$ cat src/rtl/oscillation_monitor_v2.sv
// Oscillation monitor: tracks the sign of a position error with a deadband,
// counts sign reversals over fixed windows of enabled samples, and raises a
// flag when a window holds enough reversals. The flag drops only after a run
// of consecutive quiet windows. Peak |error| per window is reported as well.
module oscillation_monitor_v2 #(
  parameter int DATA_W        = 32,
  parameter int WINDOW_LEN    = 100,
  parameter int CNT_W         = 8,
  parameter int MIN_CROSSINGS = 4,
  parameter int DEADBAND      = 10,
  parameter int CLEAR_WINDOWS = 2
) (
  input  logic                     clk,
  input  logic                     reset_n,
  input  logic                     sample_en,
  input  logic signed [DATA_W-1:0] error_in,
  input  logic                     clr,
  output logic                     oscillating_flag,
  output logic [CNT_W-1:0]         crossing_count,
  output logic [DATA_W-1:0]        peak_abs,
  output logic                     window_done
);

  // Window index width; WINDOW_LEN is at least 2 so this is never zero.
  localparam int IDX_W = $clog2(WINDOW_LEN);
  // Quiet counter must be able to hold CLEAR_WINDOWS itself.
  localparam int Q_W   = $clog2(CLEAR_WINDOWS + 1);

  localparam logic [IDX_W-1:0]  LAST_IDX     = IDX_W'(WINDOW_LEN - 1);
  localparam logic [CNT_W-1:0]  CNT_MAX      = {CNT_W{1'b1}};
  localparam logic [CNT_W:0]    MIN_CROSS    = (CNT_W + 1)'(MIN_CROSSINGS);
  localparam logic [Q_W-1:0]    QUIET_TARGET = Q_W'(CLEAR_WINDOWS);
  localparam logic [DATA_W-1:0] ABS_MAX      = {1'b0, {(DATA_W - 1){1'b1}}};

  // Deadband thresholds carried one bit wider than the data so that neither
  // -DEADBAND nor the extreme error values can overflow in the comparison.
  localparam logic signed [DATA_W:0] DB_POS = (DATA_W + 1)'(DEADBAND);
  localparam logic signed [DATA_W:0] DB_NEG = -DB_POS;

  typedef enum logic [1:0] {
    TRK_NONE = 2'd0,
    TRK_POS  = 2'd1,
    TRK_NEG  = 2'd2
  } trk_t;

  // State registers
  trk_t              r_trk;
  logic [IDX_W-1:0]  r_idx;
  logic [CNT_W-1:0]  r_cnt;
  logic [DATA_W-1:0] r_peak;
  logic [Q_W-1:0]    r_quiet;
  logic              r_flag;
  logic              r_done;
  logic [CNT_W-1:0]  r_cross_out;
  logic [DATA_W-1:0] r_peak_out;

  // Per-sample combinational results
  logic signed [DATA_W:0] w_err_ext;
  logic                   w_above;
  logic                   w_below;
  trk_t                   w_trk_next;
  logic                   w_crossing;
  logic [DATA_W-1:0]      w_abs;
  logic [CNT_W-1:0]       w_cnt_sum;
  logic [DATA_W-1:0]      w_peak_sum;
  logic                   w_last;
  logic                   w_close;
  logic                   w_count_hit;
  logic [Q_W-1:0]         w_quiet_inc;
  logic                   w_quiet_done;

  assign w_err_ext = {error_in[DATA_W-1], error_in};
  assign w_above   = (w_err_ext > DB_POS);
  assign w_below   = (w_err_ext < DB_NEG);

  // Next tracker state: only samples clearly outside the deadband move it.
  always_comb begin
    w_trk_next = r_trk;
    if (w_above) begin
      w_trk_next = TRK_POS;
    end else if (w_below) begin
      w_trk_next = TRK_NEG;
    end
  end

  // Only a reversal between two known signs is a crossing; leaving NONE is not.
  assign w_crossing = ((r_trk == TRK_POS) && (w_trk_next == TRK_NEG)) ||
                      ((r_trk == TRK_NEG) && (w_trk_next == TRK_POS));

  // Magnitude with the most-negative value clamped to the largest positive.
  always_comb begin
    w_abs = $unsigned(error_in);
    if (error_in[DATA_W-1]) begin
      if (error_in[DATA_W-2:0] == '0) begin
        w_abs = ABS_MAX;
      end else begin
        w_abs = $unsigned(-error_in);
      end
    end
  end

  // Running values including the current sample (used both to accumulate
  // and to publish the window result on the closing sample).
  assign w_cnt_sum  = (w_crossing && (r_cnt != CNT_MAX)) ? r_cnt + 1'b1 : r_cnt;
  assign w_peak_sum = (w_abs > r_peak) ? w_abs : r_peak;

  assign w_last  = (r_idx == LAST_IDX);
  assign w_close = sample_en && w_last && !clr;

  assign w_count_hit  = ({1'b0, w_cnt_sum} >= MIN_CROSS);
  assign w_quiet_inc  = (r_quiet >= QUIET_TARGET) ? QUIET_TARGET : r_quiet + 1'b1;
  assign w_quiet_done = (w_quiet_inc >= QUIET_TARGET);

  // Sign tracker: advances on enabled samples, forced to NONE by clr.
  always_ff @(posedge clk or negedge reset_n) begin
    if (!reset_n) begin
      r_trk <= TRK_NONE;
    end else if (clr) begin
      r_trk <= TRK_NONE;
    end else if (sample_en) begin
      r_trk <= w_trk_next;
    end
  end

  // Window position: counts enabled samples and wraps after the last one.
  always_ff @(posedge clk or negedge reset_n) begin
    if (!reset_n) begin
      r_idx <= '0;
    end else if (clr) begin
      r_idx <= '0;
    end else if (sample_en) begin
      r_idx <= w_last ? '0 : r_idx + 1'b1;
    end
  end

  // Running crossing count and peak for the window in progress.
  always_ff @(posedge clk or negedge reset_n) begin
    if (!reset_n) begin
      r_cnt  <= '0;
      r_peak <= '0;
    end else if (clr) begin
      r_cnt  <= '0;
      r_peak <= '0;
    end else if (sample_en) begin
      if (w_last) begin
        r_cnt  <= '0;
        r_peak <= '0;
      end else begin
        r_cnt  <= w_cnt_sum;
        r_peak <= w_peak_sum;
      end
    end
  end

  // Published window results; clr deliberately leaves them untouched.
  always_ff @(posedge clk or negedge reset_n) begin
    if (!reset_n) begin
      r_cross_out <= '0;
      r_peak_out  <= '0;
    end else if (w_close) begin
      r_cross_out <= w_cnt_sum;
      r_peak_out  <= w_peak_sum;
    end
  end

  // Flag with hysteresis: set by one busy window, cleared by a quiet run.
  always_ff @(posedge clk or negedge reset_n) begin
    if (!reset_n) begin
      r_flag  <= 1'b0;
      r_quiet <= '0;
    end else if (clr) begin
      r_flag  <= 1'b0;
      r_quiet <= '0;
    end else if (w_close) begin
      if (w_count_hit) begin
        r_flag  <= 1'b1;
        r_quiet <= '0;
      end else begin
        r_quiet <= w_quiet_inc;
        if (w_quiet_done) begin
          r_flag <= 1'b0;
        end
      end
    end
  end

  // Window-complete strobe: high for the single clock after the closing edge.
  always_ff @(posedge clk or negedge reset_n) begin
    if (!reset_n) begin
      r_done <= 1'b0;
    end else begin
      r_done <= w_close;
    end
  end

  assign oscillating_flag = r_flag;
  assign crossing_count   = r_cross_out;
  assign peak_abs         = r_peak_out;
  assign window_done      = r_done;

endmodule

$ cat config.mk
export PLATFORM = sky130hd
export DESIGN_NAME = oscillation_monitor_v2
export DESIGN_NICKNAME = d
export VERILOG_FILES = /design/src/rtl/oscillation_monitor_v2.sv
export SDC_FILE = /design/constraint.sdc
export NUM_CORES = 1
export LEC_CHECK = 0
export ABC_CLOCK_PERIOD_IN_PS = 3100
export CORE_ASPECT_RATIO = 1.1
export CORE_MARGIN = 2
export CORE_UTILIZATION = 57
export CTS_CLUSTER_DIAMETER = 80
export DETAILED_ROUTE_END_ITERATION = 8
export PLACE_DENSITY = 0.78
export SETUP_SLACK_MARGIN = 0.3
export SLEW_MARGIN = 0
export SYNTH_ARGS = -nofsm -noshare
export SYNTH_HDL_FRONTEND = slang
export SYNTH_SLANG_ARGS = --single-unit
$ cat constraint.sdc
create_clock -name clk -period 3.1 [get_ports clk]
set_input_delay 0.775 -clock clk [delete_from_list [all_inputs] [get_ports clk]]
set_output_delay 0.775 -clock clk [all_outputs]
set_load 0.005 [all_outputs]
==> run metrics <==
Starting Density roughly three fifths; Post-Synthesis Cells roughly 700; Slew headroom between 5 and 6%; DRC violations left 0; # clock sinks 93; nets 1006; Synth Area in Compound Gates about a fifth; Clock Skews slightly above 0.004 ns; Sw Pwr 0.001066 W; Reg power frac a little over a third; H-tree depth 3; Hold Crit Class input pin to async pin; Hold Fails Final Rpt 0; Yosys cell types 62; clock buffer depth 2; DRT Wirelength roughly 21000 microns; syn_nets slightly below 800; io pins between 70 and 80; ANT cells 0; first-pass GRT wire length between 30000 and 40000 microns; simple logic cell fraction of the synthesized area a little over a fifth; synthesized area between 6000 and 7000 sq um; Comb power frac a little under a third; die width roughly 100 microns; setup slack, reg-to-reg between 0.15 and 0.2 ns; number of flops mapped to enable cells by yosys 0; via/cell ratio approximately 6.3; max frequency around 220 MHz; Syn Area/Cell 8.766 sq um; 1st-pass router iterations 6; Die H 113.0 microns; CTS tree yes; clk root buf clkbuf_16; mux share of post-synthesis cell area under 10%; Post-Synth Adder-Cell Area about 7.3%; final worst slack -1.366 ns; Clock transition at path regs about 0.060 ns; Cell Int Power approximately 0.0025 W; Yosys reg bits slightly above 90; Slew Viols, Final 0; pin count of the biggest net entering global routing 51; Tcrit/Tclk final 144.1%; First DRT Iteration DRCs 607; xor and xnor area share after synthesis 1.850%; standard-cell rows 39; port bufs 77; Startpoint Class input pin; violations in the final reports setup timing; Final min period between 4 and 5 ns; Worst EP required about 3.3 ns; pwr/cell area slightly below 400 nW/um^2; Hold Buf Count CTS 0; max_cap viols 0; Multi-input gate area 3860 sq um; DP HPWL approximately 14000 microns; critical path fanouts, max 6; die area between 10000 and 15000 sq um; gr usage total between 30% and 40%; routed length per instance between 15 and 20 microns; Slew @ Worst Pin 1.399 ns; sequential cell area approximately 2300 sq um; clk_lat worst skew around 0.35 ns; post-route cell area approximately 9000 sq um; antenna viol nets, final 0; antenna violations before repair 0; CTS Buf Count 9; asr flop ratio synth 100.0%; total number of vias between 6000 and 7000; grt ovf 0; FF-to-FF path depth 10; critical path type input pin to flip-flop; largest family of logic cells by synthesized area compound AO/OA/AOI/OAI gates; Leak around 4.2 nW; clock power share between 30% and 40%; crit path DAT about 4.7 ns; sequential fraction of the synthesis area 37.82%; Yosys warnings 0; Syn-to-layout area delta 49.76%; count of final setup violators 64; fill cell count 525; placed inst area roughly 8000 sq um; outcome complete, but fails checks; Final Wtd Congestion 0.9218; vias in the first global route about 6700; core area roughly 10000 sq um; Sw Share 29.70%; Peak VDD IR ~280 uV; CP Capture Type flip-flop; Most used DFF post-synth dfrtp_1; Fin Hold WS 0.4148 ns; layout cells sized above 1 30.20%; RSZ-0062 raised after global routing yes
-- synth_stat cells, types with 9 or more instances --
master	instances	area [sq um]
mux2i_1	33	330.3
nand2_1	44	165.2
buf_2	10	50.05
nor3_1	18	90.09
inv_1	48	180.2
nand4_1	21	131.4
and3_1	9	56.30
nor4_1	14	87.58
nor2_1	81	304.0
clkbuf_1	28	105.1
ha_1	36	450.4
dfrtp_1	93	2327
a31oi_1	10	62.56
nand3_1	15	75.07
a21oi_1	51	255.2
o211ai_1	9	67.56
a22o_1	36	315.3
o21ai_0	37	185.2
-- repair_timing --
action | 4_1_cts | 5_1_grt
pin swaps | 37 | 22
buffers inserted | 26 | 6
gates cloned | 5 | 0
gates resized for setup | 106 | 56
setup endpoints to repair | 83 | 76
-- layout by cell type (no fill, tap or decap), types with 13 or more instances in the layout --
master	Yosys	layout
nand2_1	44	41
inv_1	48	45
buf_4	0	150
a21oi_1	51	42
clkdlybuf4s50_1	0	44
dfrtp_1	93	93
nand4_1	21	21
ha_1	36	33
buf_6	1	23
o21ai_0	37	32
a22o_1	36	36
nor3_1	18	13
mux2i_1	33	27
nor2_1	81	76
nand3_1	15	15
-- final cells by class --
type	count	share of cell area, %
clock buffer	10	2.485
clock inverter	4	0.8147
inverter	49	2.240
multi-input combinational	522	41.89
sequential	93	25.25
tap	143	1.942
timing repair buffer	259	25.38
-- kinds of logic (layout without fill, tap and decap cells) --
logic type,Yosys count,count (layout)
and+or+nand+nor,247,248
AOI/OAI and AO/OA,192,192
DFF,93,93
buffers and inverters,88,322
adders and majority gates,36,36
muxes,33,33
xor gates and xnor gates,13,13
-- path summary, 6_finish.rpt --
path                                          startpoint                             to
setup / recovery                             error_in[1]        peak_abs[0]$_DFFE_PN0P_
hold / removal                                   reset_n        peak_abs[6]$_DFFE_PN0P_
setup reg to reg                   r_peak[7]$_DFFE_PN0P_        peak_abs[0]$_DFFE_PN0P_
hold reg to reg            crossing_count[7]$_DFFE_PN0P_  crossing_count[7]$_DFFE_PN0P_
max in group asynchronous                        reset_n         r_peak[28]$_DFFE_PN0P_
min in group clk           crossing_count[7]$_DFFE_PN0P_  crossing_count[7]$_DFFE_PN0P_
-- power by group through the flow --
stage | Combinational, W | Sequential (W) | Clock [W]
final | 0.00111 | 0.00130 | 0.00117
after floorplan | 0.000478 | 0.00131 | 0
after CTS | 0.00102 | 0.00130 | 0.00118
after detailed placement | 0.000861 | 0.00132 | 0
after global routing | 0.00118 | 0.00131 | 0.00124
after global placement | 0.000828 | 0.00132 | 0
-- flip-flops by register name, summed over array words and instances (netlist names) --
signal	count
crossing_count	8
oscillating_flag	1
peak_abs	32
r_cnt	8
r_idx	7
r_peak	32
r_quiet	2
r_trk	2
window_done	1
-- worst max-delay path, cell delays in order --
cell,delay (ns)
buf_6,0.09
buf_6,0.12
inv_12,0.04
ha_4,0.12
nor3b_4,0.32
nand4_1,0.25
nor4_4,0.29
buf_6,0.20
or4_4,0.12
o211ai_1,0.12
inv_1,0.15
ha_4,0.23
nand2_2,0.07
o21ai_2,0.06
o31a_1,0.33
o41a_1,0.36
o31ai_4,0.37
buf_6,0.23
buf_12,0.14
mux2i_2,0.22
o21ai_1,0.09
-- stage by stage --
stage / cells / setup TNS [ns] / setup WS, ns / utilization, % / power (W)
after floorplan: 702 / -65.26 / -1.044 / - / 0.001787
after global placement: 1029 / -135.13 / -2.161 / 78.61 / 0.002146
after detailed placement: 1029 / -142.89 / -2.270 / 78.61 / 0.002182
after CTS: 1074 / -74.86 / -1.210 / 86.08 / 0.003501
after global routing: 1080 / -89.60 / -1.464 / 88.25 / 0.003727
final: 1080 / -84.45 / -1.366 / 88.25 / 0.003587
-- per-layer routing --
metal / part of all wire [%] / up-vias / global-route usage (%)
li1: - / 3057 / -
met1: 38 / 3309 / 44.63
met2: 50 / 330 / 60.82
met3: 6.9 / 90 / 5.806
met4: 4.7 / 0 / 15.35
met5: 0 / - / 0
Power figures use the tool's default switching activity.
